==> src/rtl/request_unit.sv <==
// request_unit: memory request sequencer for the single-cycle datapath.
//
// It sits directly after the instruction decoder. It holds each data request
// stable until dhit arrives, stalls the PC while a memory access is in
// flight, and latches halt until the next reset.
//
// Optional feature: define REQUEST_UNIT_PERF_EN to add the saturating
// performance counters instr_count and stall_count. In the default build
// those ports and their logic are absent.
//
// Ports:
//   CLK          system clock, rising edge
//   nRST         asynchronous active-low reset
//   ihit         instruction fetch complete this cycle
//   dhit         data access complete this cycle
//   dRENi        decoder: load
//   dWENi        decoder: store
//   halt         decoder: HALT
//   imemREN      instruction read request (combinational)
//   dmemREN      data read request (registered)
//   dmemWEN      data write request (registered)
//   pcEN         advance PC / commit this cycle (combinational)
//   halted       sticky halt flag (registered)
//   instr_count  retired instructions (REQUEST_UNIT_PERF_EN only)
//   stall_count  stall cycles, HALT excluded (REQUEST_UNIT_PERF_EN only)
//
// state | meaning
// FETCH | instruction port owned; commit immediately on ihit if no access
// MEM   | registered data request outstanding until dhit
// HALT  | sticky stop; only nRST leaves
module request_unit #(
  parameter int CNT_W = 32
) (
  input  logic             CLK,
  input  logic             nRST,
  input  logic             ihit,
  input  logic             dhit,
  input  logic             dRENi,
  input  logic             dWENi,
  input  logic             halt,
  output logic             imemREN,
  output logic             dmemREN,
  output logic             dmemWEN,
  output logic             pcEN,
  output logic             halted
`ifdef REQUEST_UNIT_PERF_EN
  ,
  output logic [CNT_W-1:0] instr_count,
  output logic [CNT_W-1:0] stall_count
`endif
);

  typedef enum logic [1:0] {
    FETCH = 2'd0,
    MEM   = 2'd1,
    HALT  = 2'd2
  } state_t;

  state_t state, state_n;
  logic   dmem_ren_n, dmem_wen_n, halted_n;

  always_ff @(posedge CLK or negedge nRST) begin
    if (!nRST) begin
      state   <= FETCH;
      dmemREN <= 1'b0;
      dmemWEN <= 1'b0;
      halted  <= 1'b0;
    end else begin
      state   <= state_n;
      dmemREN <= dmem_ren_n;
      dmemWEN <= dmem_wen_n;
      halted  <= halted_n;
    end
  end

  always_comb begin
    state_n    = state;
    dmem_ren_n = dmemREN;
    dmem_wen_n = dmemWEN;
    halted_n   = halted;
    imemREN    = 1'b0;
    pcEN       = 1'b0;
    case (state)
      FETCH: begin
        imemREN = 1'b1;
        if (ihit) begin
          if (halt) begin
            // halt wins over any load/store strobe decoded alongside it
            state_n  = HALT;
            halted_n = 1'b1;
          end else if (dWENi) begin
            // an illegal load+store decode resolves to a store
            state_n    = MEM;
            dmem_wen_n = 1'b1;
            dmem_ren_n = 1'b0;
          end else if (dRENi) begin
            state_n    = MEM;
            dmem_ren_n = 1'b1;
          end else begin
            pcEN = 1'b1;
          end
        end
      end
      MEM: begin
        // The decoder strobes may already reflect the next instruction, so
        // only the registered request is used here.
        if (dhit) begin
          pcEN       = 1'b1;
          dmem_ren_n = 1'b0;
          dmem_wen_n = 1'b0;
          state_n    = FETCH;
        end
      end
      HALT: begin
        dmem_ren_n = 1'b0;
        dmem_wen_n = 1'b0;
        halted_n   = 1'b1;
      end
      default: begin
        state_n    = FETCH;
        dmem_ren_n = 1'b0;
        dmem_wen_n = 1'b0;
      end
    endcase
  end

`ifdef REQUEST_UNIT_PERF_EN
  localparam logic [CNT_W-1:0] CNT_MAX = '1;

  always_ff @(posedge CLK or negedge nRST) begin
    if (!nRST) begin
      instr_count <= '0;
      stall_count <= '0;
    end else if (state != HALT) begin
      if (pcEN) begin
        if (instr_count != CNT_MAX) instr_count <= instr_count + 1'b1;
      end else begin
        if (stall_count != CNT_MAX) stall_count <= stall_count + 1'b1;
      end
    end
  end
`endif

endmodule

==> config.mk <==
export PLATFORM = sky130hd
export DESIGN_NAME = request_unit
export DESIGN_NICKNAME = d
export VERILOG_FILES = /design/src/rtl/request_unit.sv
export SDC_FILE = /design/constraint.sdc
export NUM_CORES = 1
export LEC_CHECK = 0
export CAP_MARGIN = 40
export CORE_AREA = 2 2 39 41
export CTS_BUF_LIST = sky130_fd_sc_hd__clkbuf_8
export CTS_CLUSTER_SIZE = 8
export DETAILED_ROUTE_END_ITERATION = 8
export DIE_AREA = 0 0 41 43
export GPL_ROUTABILITY_DRIVEN = 0
export HOLD_SLACK_MARGIN = 0.1
export PLACE_DENSITY = 0.56
export SYNTH_ARGS = -nofsm -noshare
export SYNTH_HDL_FRONTEND = slang
export SYNTH_SLANG_ARGS = --single-unit
==> constraint.sdc <==
create_clock -name CLK -period 1.1 [get_ports CLK]
set_input_delay 0.22 -clock CLK [delete_from_list [all_inputs] [get_ports CLK]]
set_output_delay 0.22 -clock CLK [all_outputs]
set_load 0.02 [all_outputs]
==> results.py <==
metrics = {
    "power_and_ir_drop": {
        "ir_drop_mv": 0.564,
        "power_w": 0.000617,
        "p_leak_nw": 0.257,
        "power.density_mw_per_mm2": 1110,
    },
    "synthesis": {
        "synth-edff-count": 0,
        "synth-async-reset-ratio_pct": 100,
        "synth_mux_area_share_pct": 0,
        "yosys.area_share.adder_pct": 0,
        "synth_most_common_cell": "dfrtp_1",
        "synth_largest_area_cell": "dfrtp_1",
        "synth_fp_nets": 30,
        "ys_ff_latch": 5,
        "netlist_instances": 23,
        "synthTopCellsByArea": "dfrtp_1 (48%), o32ai_2 (6.2%), a21oi_1 (5.7%), buf_6 (4.3%), nand4bb_1 (4.3%)",
        "synthFlopType": "dfrtp_1",
        "synth_xor_area_share_pct": 0,
        "synth_cell_type_count": 15,
        "synth_top_family_by_area": "compound AO/OA/AOI/OAI gates",
        "syn_area_um2": 263,
        "yosysTopAreaCellShare_pct": 47.6,
        "avgSynthCellArea_um2": 11.4,
        "synth-compound-area-share_pct": 24.8,
        "synthSimpleGateAreaFrac_pct": 23.3,
        "ys_top_cells_by_count": "dfrtp_1 (5), a21oi_1 (3), nor2_1 (3)",
        "ys_warn_count": 0,
        "seq_area_frac_synth_pct": 47.6,
    },
    "floorplanning": {
        "ioPinCount": 12,
        "dieHeight_um": 43,
        "die_x_um": 41,
        "start_util_pct": 19.0,
        "die_area_mm2": 0.00176,
        "num_rows": 14,
        "fp.coreArea_mm2": 0.00138,
    },
    "clocking": {
        "cts_tree": "yes",
        "cts_buffers": 3,
        "clk_latency_ns": 0.22,
        "htree_num_levels": 1,
        "clk_pin_slew_worst_paths_ns": 0.03,
        "clockRootBuffer": "clkbuf_8",
        "hold_buffers": 0,
        "cts_sinks": 5,
        "clock_path_buffers": 2,
    },
    "finish": {
        "area_growth_pct": 111,
        "fin_cells": 63,
        "final_layout_size_suffix_gt1_share_pct": 53.2,
        "num_antenna_cells": 0,
        "fillers": 148,
        "fin_nets": 55,
        "final_area_um2": 556,
    },
    "global_routing": {
        "grt_pass1_wl_um": 1080,
        "antenna_found_initial": 0,
        "grt_remaining_overflow": 0,
        "grt_usage_pct": 9.09,
        "grt_pass1_vias": 269,
        "grt_max_degree": 10,
    },
    "placement": {
        "dp_slack_ns": -0.962,
        "detailed_place.area_um2": 462,
        "placed_cells": 57,
        "port_buffers": 11,
        "dpl.hpwl_um": 562,
    },
    "detailed_routing": {
        "vias": 270,
        "final_antenna_net_count": 0,
        "vias_per_cell": 4.29,
        "drt_wl_total_um": 764,
        "wl_per_cell_um": 12.1,
        "drc": 0,
        "drtIter0Drc": 0,
        "first_pass_iters": 1,
    },
    "worst_setup_path": {
        "critPathCaptureType": "output port",
        "required_ns": 0.88,
        "critPathLaunchType": "flip-flop",
        "cp.arrival_ns": 1.26,
        "crit_fanout": 2,
        "worstSetupPathType": "flip-flop to output port",
    },
    "sta": {
        "setup_viol": 3,
        "worst_pin_slew_ns": 0.226,
        "slew_headroom_pct": 84.9,
        "skew_ns": 0.000749,
        "fin_ws_ns": -0.378,
        "rsz0062_at_grt": "true",
        "hold_ws_ns": 0.222,
        "drv_slew": 0,
        "max_freq_ghz": 0.677,
        "fin_crit_sh_pct": 134,
        "hold_viol": 0,
        "period_minus_slack_ns": 1.48,
    },
    "outcome": {
        "outcome": "finished with violations",
        "violations": "negative setup slack",
    },
    "flow_run": {
        "maxCapViolCount": 0,
    },
    "worst_hold_path": {
        "hold_path_class": "input pin to asynchronous set/reset pin",
    },
}
## report_power, final
part	internal [W]	switching, W	total (W)
clock	0.000238	0.0000794	0.000318
sequential	0.000189	0.00000199	0.000191
combinational	0.0000623	0.0000458	0.000108
total	0.000490	0.000127	0.000617
## state kept, by name (all words and copies together) (netlist names)
name / cells
dmemREN: 1
dmemWEN: 1
halted: 1
state: 2
## per-layer routing
layer / vias up / track usage (%) / share of wire [%]
li1: 135 / - / -
met1: 125 / 12.5 / 40
met2: 10 / 12.5 / 52
met3: 0 / 1.57 / 7.6
met4: 0 / 6.00 / 0
met5: - / 0 / 0
## final cells by class
type	instances	area (um2)	share of cell area, %
clock buffers	3	41.3	7.43
flip-flops and latches	5	126	22.7
well taps	16	20.0	3.60
repair buffers	21	190	34.2
multi-input cells	17	174	31.3
clock inverters	1	3.75	0.676
## logic make-up after synthesis
group                  count (synthesis)
AND/OR/NAND/NOR                        9
AO/OA/AOI/OAI                          8
flip-flops                             5
buffers and inverters                  1
## worst paths after layout
kind	start	end	slack, ns	cells after the start
max	state[0]	pcEN	-0.38	3
min	nRST	dmemREN	0.22	1
max reg2reg	state[0]	state[0]	-0.33	5
min reg2reg	halted	halted	0.47	1
max in group asynchronous	nRST	state[1]	0.68	1
min in group CLK	halted	halted	0.47	1
## cells in the final DEF, fill, tap and decap left out, types with 2 or more instances in the layout
cell             count
a21oi_1              3
buf_4                8
buf_6                4
clkbuf_8             3
clkdlybuf4s50_1      2
dfrtp_1              4
dlygate4sd2_1        3
nor2_1               2
## critical path, cell delays in order, from the launching register on
cell	delay, ns
dfrtp_1	0.39
or3b_4	0.41
o22ai_4	0.11
buf_6	0.14
## stage by stage
stage | util [%] | TNS [ns]
finish | 40.1 | -0.831
global route | 40.1 | -0.961
CTS | 37.6 | -0.827
detailed placement | 33.4 | -2.55
global placement | 33.4 | -2.39
floorplan | - | -0.245
## timing repair
action	4_1_cts	5_1_grt
buffers inserted	1	1
resized for setup	23	7
pin swaps	3	3
setup endpoints to repair	7	5
gates cloned	0	0
Note: power is estimated with default switching activity, not from simulation.
